==> config.mk <==
export PLATFORM = sky130hd
export DESIGN_NAME = serv_mdu_serial
export DESIGN_NICKNAME = d
export VERILOG_FILES = /design/src/rtl/serv_mdu_serial.sv
export SDC_FILE = /design/constraint.sdc
export NUM_CORES = 1
export LEC_CHECK = 0
export ABC_CLOCK_PERIOD_IN_PS = 3400
export CAP_MARGIN = 30
export CORE_AREA = 2 2 245 150
export DETAILED_ROUTE_END_ITERATION = 16
export DIE_AREA = 0 0 247 152
export PLACE_DENSITY = 0.57
export SLEW_MARGIN = 15
export SYNTH_ARGS = -nofsm -noshare
export SYNTH_HDL_FRONTEND = slang
export SYNTH_SLANG_ARGS = --single-unit
==> constraint.sdc <==
create_clock -name clk -period 3.4 [get_ports clk]
set_input_delay 0.68 -clock clk [delete_from_list [all_inputs] [get_ports clk]]
set_output_delay 0.68 -clock clk [all_outputs]
set_load 0.02 [all_outputs]
==> src/rtl/serv_mdu_serial.sv <==
// serv_mdu_serial
// Serial RISC-V M-extension unit for the SERV core's extension interface.
// A single 32-iteration datapath serves all eight M operations. Multiplies
// use shift-add and divides use restoring division. A one-cycle ready pulse
// returns the 32-bit result.
//
// Ports:
//   clk          system clock; all state changes on the rising edge
//   i_rst        synchronous, active-high reset
//   i_mdu_valid  request from the core; held high with operands stable until ready
//   i_mdu_rs1    operand A (multiplicand / dividend)
//   i_mdu_rs2    operand B (multiplier / divisor)
//   i_mdu_op     funct3: MUL, MULH, MULHSU, MULHU, DIV, DIVU, REM, REMU
//   o_mdu_rd     result; valid in the ready cycle and held until the next op
//   o_mdu_ready  single-cycle completion pulse
//
// Optional feature macro: SERV_MDU_EARLY_OUT_EN
//   When defined, a multiply with a zero operand, or a divide or remainder by
//   zero, skips the iteration phase and completes two cycles after the request.
module serv_mdu_serial (
    input  logic        clk,
    input  logic        i_rst,
    input  logic        i_mdu_valid,
    input  logic [31:0] i_mdu_rs1,
    input  logic [31:0] i_mdu_rs2,
    input  logic [2:0]  i_mdu_op,
    output logic [31:0] o_mdu_rd,
    output logic        o_mdu_ready
);

    typedef enum logic [2:0] {S_IDLE, S_BUSY, S_FIX, S_DONE, S_HOLD} state_t;

    state_t      r_state;
    state_t      w_state_next;
    logic [63:0] r_acc;     // mul: {partial product, multiplier}; div: {remainder, quotient}
    logic [31:0] r_opnd;    // mul: multiplicand magnitude; div: divisor magnitude
    logic [2:0]  r_op;
    logic        r_neg;     // result needs negation
    logic        r_bz;      // divisor was zero
    logic [5:0]  r_cnt;
    logic [31:0] r_rd;

    // Decode of the incoming request; used only in IDLE.
    logic        w_is_div, w_a_signed, w_b_signed, w_a_neg, w_b_neg, w_neg, w_b_zero, w_early;
    logic [31:0] w_a_mag, w_b_mag;

    always_comb begin
        w_is_div   = i_mdu_op[2];
        w_a_signed = w_is_div ? ~i_mdu_op[0] : (i_mdu_op[1:0] == 2'b01 || i_mdu_op[1:0] == 2'b10);
        w_b_signed = w_is_div ? ~i_mdu_op[0] : (i_mdu_op[1:0] == 2'b01);
        w_a_neg    = w_a_signed & i_mdu_rs1[31];
        w_b_neg    = w_b_signed & i_mdu_rs2[31];
        // 0x80000000 negates to itself, which is still the correct unsigned magnitude.
        w_a_mag    = w_a_neg ? (32'd0 - i_mdu_rs1) : i_mdu_rs1;
        w_b_mag    = w_b_neg ? (32'd0 - i_mdu_rs2) : i_mdu_rs2;
        // A remainder takes the dividend's sign. Quotients and products take the XOR of both signs.
        w_neg      = (w_is_div & i_mdu_op[1]) ? w_a_neg : (w_a_neg ^ w_b_neg);
        w_b_zero   = (i_mdu_rs2 == 32'd0);
`ifdef SERV_MDU_EARLY_OUT_EN
        w_early    = w_is_div ? w_b_zero : (w_b_zero || i_mdu_rs1 == 32'd0);
`else
        w_early    = 1'b0;
`endif
    end

    // One iteration of the shared datapath.
    logic [32:0] w_sum, w_rem_sh, w_diff;
    logic [63:0] w_acc_step;

    always_comb begin
        w_sum    = {1'b0, r_acc[63:32]} + (r_acc[0] ? {1'b0, r_opnd} : 33'd0);
        w_rem_sh = {r_acc[63:32], r_acc[31]};
        w_diff   = w_rem_sh - {1'b0, r_opnd};
        if (!r_op[2])
            w_acc_step = {w_sum, r_acc[31:1]};
        else if (!w_diff[32])
            w_acc_step = {w_diff[31:0], r_acc[30:0], 1'b1};
        else
            w_acc_step = {w_rem_sh[31:0], r_acc[30:0], 1'b0};
    end

    // Sign fix and result selection.
    logic [63:0] w_prod;
    logic [31:0] w_quo, w_rem, w_fix_rd;

    always_comb begin
        w_prod = r_neg ? (64'd0 - r_acc) : r_acc;
        w_quo  = r_neg ? (32'd0 - r_acc[31:0]) : r_acc[31:0];
        // A zero divisor leaves |rs1| in the remainder, so the sign fix restores rs1 exactly.
        w_rem  = r_neg ? (32'd0 - r_acc[63:32]) : r_acc[63:32];
        case (r_op)
            3'b000:         w_fix_rd = w_prod[31:0];
            3'b001, 3'b010,
            3'b011:         w_fix_rd = w_prod[63:32];
            3'b100, 3'b101: w_fix_rd = r_bz ? 32'hFFFF_FFFF : w_quo;
            default:        w_fix_rd = w_rem;
        endcase
    end

    // FSM: state register.
    always_ff @(posedge clk) begin
        if (i_rst)
            r_state <= S_IDLE;
        else
            r_state <= w_state_next;
    end

    // FSM: next-state logic.
    always_comb begin
        w_state_next = r_state;
        case (r_state)
            S_IDLE:  if (i_mdu_valid) w_state_next = w_early ? S_FIX : S_BUSY;
            S_BUSY:  if (r_cnt == 6'd31) w_state_next = S_FIX;
            S_FIX:   w_state_next = S_DONE;
            S_DONE:  w_state_next = S_HOLD;
            S_HOLD:  if (!i_mdu_valid) w_state_next = S_IDLE;
            default: w_state_next = S_IDLE;
        endcase
    end

    // Datapath registers.
    always_ff @(posedge clk) begin
        if (i_rst) begin
            r_acc  <= 64'd0;
            r_opnd <= 32'd0;
            r_op   <= 3'd0;
            r_neg  <= 1'b0;
            r_bz   <= 1'b0;
            r_cnt  <= 6'd0;
            r_rd   <= 32'd0;
        end else begin
            case (r_state)
                S_IDLE: if (i_mdu_valid) begin
                    r_op   <= i_mdu_op;
                    r_neg  <= w_neg;
                    r_bz   <= w_is_div & w_b_zero;
                    r_cnt  <= 6'd0;
                    r_opnd <= w_is_div ? w_b_mag : w_a_mag;
                    if (w_early)
                        // Preset: zero product, or all-ones quotient with |rs1| as the remainder.
                        r_acc <= w_is_div ? {w_a_mag, 32'hFFFF_FFFF} : 64'd0;
                    else
                        r_acc <= {32'd0, (w_is_div ? w_a_mag : w_b_mag)};
                end
                S_BUSY: begin
                    r_acc <= w_acc_step;
                    r_cnt <= r_cnt + 6'd1;
                end
                S_FIX:  r_rd <= w_fix_rd;
                default: ;
            endcase
        end
    end

    assign o_mdu_rd    = r_rd;
    assign o_mdu_ready = (r_state == S_DONE);

endmodule

### Word-level counts from Yosys, hierarchy flattened

Index checks and enable logic that the tools add are counted.

| word-level totals | value |
|---|---|
| word-level logic and storage cells | 70 |
| memories | 0 |
| bits in writable memories | 0 |
| output and inout port bits | 33 |
| input port bits | 70 |
| register bits | 142 |
| bits in latches | 0 |
| ROM bits | 0 |

| operators by class | value |
|---|---|
| shift-type cells | 0 |
| add/sub/neg operators | 8 |
| $lt $le $gt $ge | 0 |
| bitwise gates (word level) | 6 |
| multipliers | 0 |
| reduce and logical (&&, ||, !) cells | 10 |
| mux-type cells | 23 |
| equality and inequality tests | 15 |
| divide/modulo/power cells | 0 |

Operators by type and width:

| kind | count |
|---|---|
| 32-bit two-way mux | 8 |
| 64-bit two-way mux | 4 |
| 64-bit one-hot mux with 2 select lines | 1 |
| 1-bit by 32-bit subtractor with 32-bit output, first input constant | 4 |
| 32-bit one-hot mux with 3 select lines | 1 |
| 1-bit by 64-bit subtractor with 64-bit output, first input constant | 1 |
| 32-bit by 32-bit adder with 33-bit output | 1 |
| 33-bit by 32-bit subtractor with 33-bit output | 1 |
| 32-bit zero test | 1 |
| 3-bit one-hot mux with 5 select lines | 1 |
| 3-bit by 2-bit == test with 1-bit output, second input constant | 4 |
| 6-bit one-hot mux with 2 select lines | 1 |
| 3-bit == test, second input constant | 3 |
| 3-bit two-way mux | 3 |
| 6-bit by 1-bit adder with 6-bit output, second input constant | 1 |
| 3-bit by 1-bit == test with 1-bit output, second input constant | 2 |
| 6-bit by 5-bit == test with 1-bit output, second input constant | 1 |
| 3-bit zero test | 2 |
| 6-bit two-way mux | 1 |
| 2-bit != test, second input constant | 3 |
| 1-bit bitwise AND | 4 |
| 2-bit AND reduction | 2 |
| 1-bit two-way mux | 3 |
| 3-bit AND reduction | 1 |
| 8 further kinds | 8 |

### Longest topological paths before layout

Gate-level depths: netlist of run 1.

| depth | value |
|---|---|
| depth in word-level cells | 8 |
| depth in mapped cells | 13 |
| gate-level depth less buffers | 13 |

### Least setup slack after synthesis of run 1

OpenSTA, ideal clock, no wires.

| timing | value |
|---|---|
| kind | reg2reg |
| from | reg r_acc[0] |
| to | reg r_acc[55] |
| slack | 0.053 ns |
| period minus slack after synthesis | 3.347 ns |
| stages on the path, launching flop included | 14 |
| data arrival time | 3.230 ns |
| path buffers | 1 |
| data required time | 3.283 ns |
| library setup time | 0.117 ns |
| cells stage by stage | dfxtp_1 inv_1 clkbuf_1 nor2_1 ha_1 o21a_1 o31a_1 a2111oi_2 nor2_1 or4b_2 a41oi_1 xor2_1 a21oi_1 a22o_1 |

| on the way | value |
|---|---|
| longest elaborated chain between the ends | 4 |

Ends and longest elaborated chain:

| what | line | text |
|---|---|---|
| start, declared | 35 | `logic [63:0] r_acc;` |
| start signal, assigned | 141 | `r_acc <= w_is_div ? {w_a_mag, 32'hFFFF_FFFF} : 64'd0;` |
| start signal, assigned | 143 | `r_acc <= {32'd0, (w_is_div ? w_a_mag : w_b_mag)};` |
| start signal, assigned | 146 | `r_acc <= w_acc_step;` |
| 32-bit two-way mux | 71 | `w_sum = {1'b0, r_acc[63:32]} + (r_acc[0] ? {1'b0, r_opnd} : 33'd0);` |
| 32-bit by 32-bit adder with 33-bit output | 71 |  |
| 64-bit two-way mux | 74 | `if (!r_op[2])` |
| 64-bit one-hot mux with 2 select lines | 132 | `case (r_state)` |

No other way between the ends.
A chain may end at the register's enable or synchronous reset.

### Worst setup path in the final report of run 1

| timing | value |
|---|---|
| from | reg r_acc[2] |
| to | reg r_rd[18], in the netlist o_mdu_rd[18] |

| on the way | value |
|---|---|
| longest elaborated chain between the ends | 4 |
| elaborated cells on any way between the ends | 6 |
| classes of those cells | add/sub (2); mux (4) |

Ends and longest elaborated chain:

| what | line | text |
|---|---|---|
| 1-bit by 32-bit subtractor with 32-bit output | 88 | `w_quo = r_neg ? (32'd0 - r_acc[31:0]) : r_acc[31:0];` |
| 32-bit two-way mux | 88 |  |
| 32-bit two-way mux | 95 | `3'b100, 3'b101: w_fix_rd = r_bz ? 32'hFFFF_FFFF : w_quo;` |
| 32-bit one-hot mux with 3 select lines (*) | 91 | `case (r_op)` |
| end signal, assigned | 149 | `S_FIX: r_rd <= w_fix_rd;` |
| end, declared | 41 | `logic [31:0] r_rd;` |

Mark *: on every way between the ends. The rest lies on a longest branch, timed or not.

==> results of run 1 <==
-- power groups by stage --
| stage | combinational, mW | clock, mW | sequential (mW) |
|---|---|---|---|
| 2_1_floorplan | 1.46 | 0 | 1.84 |
| 3_3_place_gp | 2.31 | 0 | 1.88 |
| 3_5_place_dp | 2.33 | 0 | 1.89 |
| 4_1_cts | 2.35 | 1.95 | 1.85 |
| 5_1_grt | 2.62 | 2.02 | 1.86 |
| 6_report | 2.44 | 1.93 | 1.86 |
-- state kept, by name, indices dropped and copies added (netlist names) --
signal,flops
o_mdu_rd,32
r_acc,64
r_bz,1
r_cnt,6
r_neg,1
r_op,3
r_opnd,32
r_state,3
-- cells by family (layout without fill, tap and decap cells) --
group / after synthesis / in the layout
DFF: 142 / 142
and+or+nand+nor: 647 / 647
other: 0 / 3
AOI/OAI and AO/OA: 626 / 626
adders and majority gates: 72 / 72
buffers and inverters: 199 / 435
xor gates and xnor gates: 185 / 185
muxes: 76 / 76
-- worst max-delay path, cell delays in order, from the launching register on --
cell and delay (ns):
dfxtp_1 0.32, or4_4 0.57, or4_4 0.50, nor4b_4 0.42, nand3_1 0.37, o41ai_2 0.43, xor2_1 0.12, a221oi_1 0.42
a21o_1 0.13
-- area by class of cell --
cell class,count,area [um2]
antenna,3,7.51
clock buffer,20,457
clock inverter,12,123
fill,3465,17800
inverter,69,259
multi-input combinational,1606,10600
sequential,142,2850
tap,476,596
timing repair buffer,334,2870
-- metal layers --
layer  track usage, %  routed length (um)
met5                0                  12
met3             8.18                6320
met4             8.75                1450
met2             39.8               22300
met1             46.1               27800
-- cell usage in the layout, fill, tap and decap left out, types with 13 or more instances in the layout --
| cell type | synthesis | final |
|---|---|---|
| a22oi_1 | 16 | 16 |
| o41ai_1 | 13 | 13 |
| nor2b_1 | 16 | 15 |
| ha_1 | 70 | 67 |
| a221oi_1 | 26 | 26 |
| nor3_1 | 33 | 32 |
| or4_1 | 15 | 14 |
| dfxtp_1 | 142 | 137 |
| a21oi_1 | 196 | 193 |
| inv_1 | 68 | 64 |
| xor2_1 | 75 | 75 |
| clkbuf_16 | 0 | 17 |
| xnor2_1 | 110 | 110 |
| a211oi_1 | 26 | 22 |
| o211ai_1 | 46 | 46 |
| a31oi_1 | 18 | 18 |
| nand2b_1 | 21 | 20 |
| clkdlybuf4s50_1 | 0 | 99 |
| and2_1 | 15 | 14 |
| a21o_1 | 37 | 37 |
| and3_1 | 15 | 14 |
| o31ai_1 | 31 | 30 |
| nand3_1 | 34 | 32 |
| o21ai_1 | 19 | 23 |
| or3_1 | 17 | 15 |
| nor2_1 | 198 | 196 |
| nand2_1 | 211 | 211 |
| buf_4 | 0 | 222 |
| mux2i_1 | 72 | 71 |
| nor4_1 | 22 | 21 |
| o21ai_0 | 106 | 101 |
-- worst max-delay path by stage --
stage                                end  slack [ns]                  start
2_1_floorplan     r_acc[55]$_SDFFE_PP0P_        0.05  r_acc[0]$_SDFFE_PP0P_
3_3_place_gp     r_opnd[30]$_SDFFE_PP0P_       -0.38           i_mdu_rs2[0]
3_5_place_dp      r_acc[18]$_SDFFE_PP0P_       -0.45           i_mdu_rs2[0]
4_1_cts           r_acc[62]$_SDFFE_PP0P_       0.003  r_acc[0]$_SDFFE_PP0P_
5_1_grt           r_acc[61]$_SDFFE_PP0P_       -0.05  r_acc[0]$_SDFFE_PP0P_
6_report       o_mdu_rd[18]$_SDFFE_PP0P_        0.07  r_acc[2]$_SDFFE_PP0P_
-- what timing repair did --
action | 4_1_cts | 5_1_grt
hold buffers | 0 | 0
pin swaps | 2 | 20
endpoints found under the setup margin | 6 | 52
buffers inserted | 0 | 9
resized for setup | 9 | 42
==> impl_metrics.yaml, run 1 <==
status:
  status: "completed"
floorplanning:
  die_area_mm2: 0.0375
  start_util_pct: 39.4
  die_h_um: 152
  core_mm2: 0.0356
  die_w_um: 247
  io_pins: 103
  std_cell_rows: 54
clock_tree:
  cts.path.max_buffers: 2
  numCtsBuffers: 17
  htreeDepth: 4
  root_buffer: "clkbuf_16"
  cts.sinks: 142
  clk_latency_ns: 0.46
  path_clk_slew_ns: 0.07
  cts_tree: "built"
grt:
  grt_pass1_vias: 14500
  grt_overflow_total: 0
  grt_pass1_wl_um: 86700
  grtUsageTotal_pct: 30.1
  antenna_found_initial: 4
  grt_max_degree: 74
pwr:
  clkPwrFrac_pct: 31.0
  comb_power_share_pct: 39.2
  p_int_mw: 3.81
  p_sw_share_pct: 38.8
  leakagePower_nw: 7.50
  p_seq_share_pct: 29.8
  vdd_ir_drop_max_uv: 366
  power_mw: 6.23
  power_density_mw_per_mm2: 350
  p_switching_mw: 2.41
hold_path:
  hold_path_class: "flop to flop"
  hold_start: "o_mdu_rd[15]$_SDFFE_PP0P_"
  holdPathEnd: "o_mdu_rd[15]$_SDFFE_PP0P_"
  hold_path_depth: 2
detailed_routing:
  drt-pass1-iter-count: 6
  wl_per_cell_um: 21.7
  drtAntennaViolNets: 0
  drtIter0Drc: 1861
  drc: 0
  viasPerCell: 5.96
  vias: 15900
  wl_um: 57900
yosys:
  synthAdderAreaFrac_pct: 6.54
  synthTopCellsByCount: "211 x nand2_1, 198 x nor2_1, 196 x a21oi_1"
  synth_top_cell_by_area: "dfxtp_1"
  ys_ff_latch: 142
  syn_nets: 2089
  synth_flop_cell: "dfxtp_1"
  synth_cell_type_count: 81
  ys_async_sr_fraction_pct: 0
  synthXorXnorAreaFrac_pct: 11.6
  ys_warn_count: 0
  ys_top_cells_by_area: "dfxtp_1 20%, a21oi_1 7.0%, xnor2_1 6.9%, ha_1 6.2%, nand2_1 5.7%"
  synth_compound_area_share_pct: 28.8
  synth_top_area_share_pct: 20.3
  syn_area_mm2: 0.0140
  synthSimpleGateAreaFrac_pct: 22.0
  synth-edff-count: 0
  avgSynthCellArea_um2: 7.20
  synthMuxAreaShare_pct: 5.46
  synth_seq_area_share_pct: 20.3
  yosysMostFrequentCell: "nand2_1"
  synth_cells: 1947
  synth_top_family_by_area: "compound AO/OA/AOI/OAI gates"
worst_setup_path:
  ff2ff_path_depth: 8
  arrival_ns: 3.73
  worstPathMaxFanout: 7
  criticalPathCategory: "flop to flop"
  cp.required_ns: 3.80
  worst-r2r-setup-slack_ns: 0.07
  r2r_end: "o_mdu_rd[18]$_SDFFE_PP0P_"
  timing.rr.start: "r_acc[2]$_SDFFE_PP0P_"
  startpoint_type: "flop"
  worst_setup_path_end_kind: "flop"
sta:
  setup_tns_ns: 0
  finalHoldViolCount: 0
  post-route-period-util_pct: 98.0
  worstMarginPinSlew_ns: 0.912
  setup_viol: 0
  fin_skew_ns: 0.00821
  maxSlewHeadroom_pct: 38.7
  maxSlewViolCount: 0
  layout_setup_ws_ns: 0.0687
  max_freq_mhz: 300
  holdWs_ns: 0.441
  period_needed_ns: 3.33
place:
  placedInstanceArea_mm2: 0.0169
  port_buffers: 102
  placedCellCount: 2619
  gp_congestion: 0.990
  place_ws_ns: -0.450
  hpwl_um: 46100
run:
  maxCapViolations: 0
final_layout:
  layout-drive-gt1-share_pct: 15.7
  finalNonFillerCells: 2662
  utilization_pct: 50.0
  layout.nets: 2312
  syn_to_final_growth_pct: 26.9
  design_area_mm2: 0.0178
Power figures use the tool's default switching activity.
==> run 2, diff against run 1 <==
==> config.mk (replaced) <==
export PLATFORM = sky130hd
export DESIGN_NAME = serv_mdu_serial
export DESIGN_NICKNAME = d
export VERILOG_FILES = /design/src/rtl/serv_mdu_serial.sv
export SDC_FILE = /design/constraint.sdc
export NUM_CORES = 1
export LEC_CHECK = 0
export ABC_AREA = 1
export ABC_CLOCK_PERIOD_IN_PS = 3400
export CAP_MARGIN = 30
export CORE_AREA = 2 2 270 165
export DETAILED_ROUTE_END_ITERATION = 16
export DIE_AREA = 0 0 272 167
export PLACE_DENSITY = 0.56
export SLEW_MARGIN = 10
export SYNTH_ARGS = -nofsm -noshare
export SYNTH_HDL_FRONTEND = slang
export SYNTH_SLANG_ARGS = --single-unit
==> run 2 against run 1 <==
Combinational power grew to 4.5 times the previous value; power increased to 2.5 times the previous value; count of clock-buffer cells in the layout is the same; non-clock buffer count is 137 lower; fmax grew 3.7%; critical path type unchanged; largest cell class unchanged.
==> impl_metrics.yaml, run 2 <==
floorplanning:
  std_cell_rows: 59
  die_w_um: 272
  die_h_um: 167
  core_mm2: 0.0429
  io_pins: 103
  start_util_pct: 39.8
  die_area_mm2: 0.0454
place:
  place_ws_ns: 0.216
  placedInstanceArea_mm2: 0.0191
  gp_congestion: 1.04
  hpwl_um: 70400
  port_buffers: 102
yosys:
  yosysMostFrequentCell: "nand2_1"
  synthTopCellsByCount: "1001 x nand2_1, 492 x inv_1, 304 x nand3_1"
  synth_flop_cell: "dfxtp_1"
  syn_area_mm2: 0.0171
  avgSynthCellArea_um2: 5.45
  ys_warn_count: 0
  synth_top_cell_by_area: "nand2_1"
  synth_top_area_share_pct: 22.0
  ys_async_sr_fraction_pct: 0
  ys_ff_latch: 142
  synth-edff-count: 0
  syn_nets: 3272
  synth_cells: 3130
  synth_seq_area_share_pct: 16.7
  synth_cell_type_count: 57
  ys_top_cells_by_area: "nand2_1 22%, dfxtp_1 17%, inv_1 11%, nand3_1 8.9%, nor2_1 6.2%"
grt:
  grt_pass1_wl_um: 124000
  grt_pass1_vias: 18900
  grt_max_degree: 90
  grt_overflow_total: 0
  grtUsageTotal_pct: 36.8
  antenna_found_initial: 3
clock_tree:
  cts_tree: "built"
  cts.sinks: 142
  path_clk_slew_ns: 0.08
  post-cts-setup-buffers: 0
  postCtsHoldBufs: 0
  clk_latency_ns: 0.47
  htreeDepth: 4
  root_buffer: "clkbuf_16"
  cts.path.max_buffers: 2
  cts_resized: 0
  numCtsBuffers: 17
sta:
  setup_viol: 0
  post-route-period-util_pct: 94.5
  max_freq_mhz: 311
  rsz0062_at_grt: "no"
  worstMarginPinSlew_ns: 0.999
  layout_setup_ws_ns: 0.187
  maxSlewHeadroom_pct: 33.4
  period_needed_ns: 3.21
  maxSlewViolCount: 0
  finalHoldViolCount: 0
  fin_skew_ns: 0.0205
  setup_tns_ns: 0
final_layout:
  design_area_mm2: 0.0197
  final_common_cell: "nand2_1"
  largest_reg_flops: 64
  layout_common_cells: "1001 x nand2_1, 492 x inv_1, 304 x nand3_1, 276 x nor2_1, 180 x a21oi_1"
  layout.nets: 3382
  n_antenna_cell: 0
  syn_to_final_growth_pct: 15.8
  layout-drive-gt1-share_pct: 6.77
  fillers: 4678
  regMostFlops: "r_acc"
pwr:
  leakagePower_nw: 10.1
  comb_power_share_pct: 71.4
  power_mw: 15.6
  p_seq_share_pct: 15.3
  p_switching_mw: 9.13
  vdd_ir_drop_max_uv: 612
  clkPwrFrac_pct: 13.3
  power_density_mw_per_mm2: 790
  p_int_mw: 6.47
  p_sw_share_pct: 58.5
detailed_routing:
  wl_per_cell_um: 22.3
  drc: 0
  drtAntennaViolNets: 0
  drtIter0Drc: 2961
  viasPerCell: 5.62
  vias: 21500
  drt-pass1-iter-count: 6
  wl_um: 85300
worst_setup_path:
  criticalPathCategory: "flop to flop"
  ff2ff_path_depth: 13
  startpoint_type: "flop"
  critPathSlowestCell: "dfxtp_1"
  worstPathMaxFanout: 23
  cpPeakStageDelay_ns: 0.52
  arrival_ns: 3.55
  cpMostUsedCell: "nand3_1"
  worst_setup_path_end_kind: "flop"
  cp.required_ns: 3.74
  crit_chain: "buf_6, nand2_1, inv_1, ha_1, a21oi_1, inv_1, o21ai_0, nand3_1, nand2_1, a21o_1, nand3_1, nand3_1, a21oi_1"
run:
  maxCapViolations: 0
hold_path:
  hold_path_depth: 2
  hold_path_class: "flop to flop"
status:
  status: "completed"
[run 2: final cells by class]
| cell class | instances | area (um2) | share of cell area (%) |
|---|---|---|---|
| clock buffers | 20 | 447 | 2.26 |
| clock inverters | 11 | 156 | 0.792 |
| inverters | 501 | 1880 | 9.52 |
| multi-input cells | 2381 | 11900 | 60.1 |
| flip-flops and latches | 142 | 2840 | 14.4 |
| well taps | 579 | 724 | 3.67 |
| repair buffers | 197 | 1830 | 9.27 |
[run 2: stage by stage]
step	utilization (%)	hold WS (ns)	instances
floorplan	-	0.445	3130
global placement	44.6	0.452	3799
detailed placement	44.6	0.455	3800
CTS	46.0	0.465	3831
global route	46.0	0.490	3831
finish	46.0	0.465	3831
[run 2: metal layers]
layer	vias to the layer above	track usage (%)	part of all wire, %
met5	-	0	0.030
li1	10200	-	-
met1	10000	59.3	50
met2	1190	46.5	36
met3	71	11.0	13
met4	4	6.00	1.4
[run 2: worst max-delay path: cells and delay by family, from the launching register on]
kind / cells / cell delay, ns
buffers and inverters: 3 / 0.45
AND/OR/NAND/NOR: 5 / 1.01
adder cells (fa/ha/maj): 1 / 0.33
flip-flops: 1 / 0.52
AO/OA/AOI/OAI: 4 / 0.77
[run 2: final timing paths]
check	startpoint	end	slack [ns]
setup reg to reg	r_acc[0]$_SDFFE_PP0P_	r_acc[47]$_SDFFE_PP0P_	0.19
hold / removal	o_mdu_rd[1]$_SDFFE_PP0P_	o_mdu_rd[1]$_SDFFE_PP0P_	0.46
hold reg to reg	o_mdu_rd[1]$_SDFFE_PP0P_	o_mdu_rd[1]$_SDFFE_PP0P_	0.46
setup / recovery	r_acc[0]$_SDFFE_PP0P_	r_acc[47]$_SDFFE_PP0P_	0.19
[run 2: power by group through the flow]
| stage | registers, mW | logic [mW] | clock network (mW) |
|---|---|---|---|
| global route | 2.39 | 12.0 | 2.15 |
| global placement | 2.38 | 10.6 | 0 |
| floorplan | 2.25 | 6.89 | 0 |
| finish | 2.38 | 11.1 | 2.08 |
| detailed placement | 2.38 | 10.6 | 0 |
| CTS | 2.34 | 10.7 | 2.08 |
[run 2: cell families (layout without fill, tap and decap cells)]
kind of cell	Yosys count	after routing	share of synthesized area, %
flip-flops	142	142	16.7
buffers and inverters	607	729	13.9
AO/OA/AOI/OAI	482	482	16.2
XOR/XNOR	82	82	4.21
adder cells (fa/ha/maj)	72	72	5.37
AND/OR/NAND/NOR	1745	1745	43.7
==> run 3, diff against run 2 <==
--- a/config.mk
+++ b/config.mk
@@ -11,7 +11,8 @@
 export CORE_AREA = 2 2 270 165
 export DETAILED_ROUTE_END_ITERATION = 16
 export DIE_AREA = 0 0 272 167
-export PLACE_DENSITY = 0.56
+export DONT_BUFFER_PORTS = 1
+export PLACE_DENSITY = 0.53
 export SLEW_MARGIN = 10
 export SYNTH_ARGS = -nofsm -noshare
 export SYNTH_HDL_FRONTEND = slang
==> run 3 against run 2 <==
Power down 4.3%; wire length down 0.81%; die area unchanged; core utilization down 3.2 points; highest routed layer is now met4.
==> impl_metrics.yaml, run 3 (synthesized netlist as in run 2, its figures left out) <==
worst_setup_path:
  startpoint_type: "flop"
  crit_chain: "inv_1, fa_1, inv_1, nand2_1, nand2_1, nand3_1, nand2_2, nand2_2, nand2_4, nand2_4, nand2_4, nand2_4, nand2_4, nand3_2, nand3_1, nand2_1, a21oi_2"
  worst_setup_path_end_kind: "flop"
  arrival_ns: 3.63
  worst-r2r-setup-slack_ns: 0.18
  criticalPathCategory: "flop to flop"
  cp.required_ns: 3.81
  cpMostUsedCell: "nand2_4"
  worstPathMaxFanout: 25
  critPathSlowestCell: "dfxtp_1"
  cpPeakStageDelay_ns: 0.57
  ff2ff_path_depth: 17
detailed_routing:
  vias: 20900
  drtAntennaViolNets: 0
  drtIter0Drc: 2994
  drc: 0
  wl_per_cell_um: 22.9
  drt-pass1-iter-count: 6
  viasPerCell: 5.65
  wl_um: 84600
final_layout:
  fillers: 4784
  n_antenna_cell: 0
  regMostFlops: "r_acc"
  finalNonFillerCells: 3691
  layout-drive-gt1-share_pct: 5.82
  layout.nets: 3241
  syn_to_final_growth_pct: 7.80
  layout_common_cells: "1001 x nand2_1, 492 x inv_1, 304 x nand3_1, 276 x nor2_1, 180 x a21oi_1"
  final_common_cell: "nand2_1"
  largest_reg_flops: 64
sta:
  period_needed_ns: 3.22
  maxSlewViolCount: 0
  finalHoldViolCount: 0
  layout_setup_ws_ns: 0.180
  holdWs_ns: 0.268
  maxSlewHeadroom_pct: 33.7
  worstMarginPinSlew_ns: 0.995
  post-route-period-util_pct: 94.7
  rsz0062_at_grt: "no"
  setup_viol: 0
  setup_tns_ns: 0
  max_freq_mhz: 311
  fin_skew_ns: 0.0171
place:
  hpwl_um: 69400
  port_buffers: 0
  place_ws_ns: 0.309
  placedCellCount: 3659
  gp_congestion: 1.05
clock_tree:
  path_clk_slew_ns: 0.07
  cts_resized: 0
  cts_tree: "built"
  postCtsHoldBufs: 0
  post-cts-setup-buffers: 0
  numCtsBuffers: 17
  root_buffer: "clkbuf_16"
  cts.sinks: 142
  cts.path.max_buffers: 2
  htreeDepth: 4
  clk_latency_ns: 0.47
grt:
  grt_overflow_total: 0
  grt_pass1_vias: 18100
  grt_pass1_wl_um: 122000
  grtUsageTotal_pct: 36.5
  antenna_found_initial: 0
  grt_max_degree: 90
floorplanning:
  die_w_um: 272
  core_mm2: 0.0429
  die_h_um: 167
  std_cell_rows: 59
  start_util_pct: 39.8
  die_area_mm2: 0.0454
  io_pins: 103
run:
  maxCapViolations: 0
hold_path:
  hold_path_class: "input pin to flop"
  hold_path_depth: 1
pwr:
  power_mw: 14.9
  power_density_mw_per_mm2: 812
  vdd_ir_drop_max_uv: 560
  leakagePower_nw: 9.54
status:
  status: "completed"
## run 3: cell count changes in the layout (fill, tap and decap cells not counted), moves of 3 or more
cell / delta
buf_12: -3
buf_4: -35
clkdlybuf4s50_1: -101
clkinv_4: +4
## run 3: routing by layer
layer | global-route usage (%) | wire length (um)
met4 | 6.19 | 1260
met1 | 59.5 | 42600
met2 | 43.3 | 28600
met5 | 0 | 0
met3 | 13.1 | 12100
## run 3: stage by stage
stage,cell area [um2],util (%)
floorplan,17100,-
global placement,17800,41.4
detailed placement,17800,41.4
CTS,18400,42.9
global route,18400,42.9
finish,18400,42.9
## run 3: area by class of cell
type	instances	area [um2]	share of cell area [%]
Clock buffer	19	433	2.35
Sequential cell	142	2840	15.5
Inverter	501	1880	10.2
Timing Repair Buffer	56	458	2.49
Clock inverter	13	181	0.987
Multi-Input combinational cell	2381	11900	64.5
Tap cell	579	724	3.94
## run 3: worst paths after layout
path                                                to              startpoint
worst min-delay path            r_acc[63]$_SDFFE_PP0P_                   i_rst
worst min register to register   r_cnt[1]$_SDFFE_PP0P_   r_cnt[1]$_SDFFE_PP0P_
worst max register to register  r_acc[63]$_SDFFE_PP0P_  r_acc[32]$_SDFFE_PP0P_
worst max-delay path            r_acc[63]$_SDFFE_PP0P_  r_acc[32]$_SDFFE_PP0P_
## run 3: worst max-delay path, delay by kind of cell (launching register included)
kind	cells	cell delay (ns)
AOI/OAI and AO/OA	1	0.11
buffers and inverters	2	0.33
adders and majority gates	1	0.55
DFF	1	0.57
and+or+nand+nor	13	1.61
## run 3: report_power, final
| part | total (mW) | internal (mW) | leakage (nW) | switching [mW] |
|---|---|---|---|---|
| Clock | 2.07 | 1.17 | 0.296 | 0.896 |
| Sequential | 2.46 | 1.96 | 1.16 | 0.502 |
| Combinational | 10.4 | 2.84 | 8.08 | 7.55 |
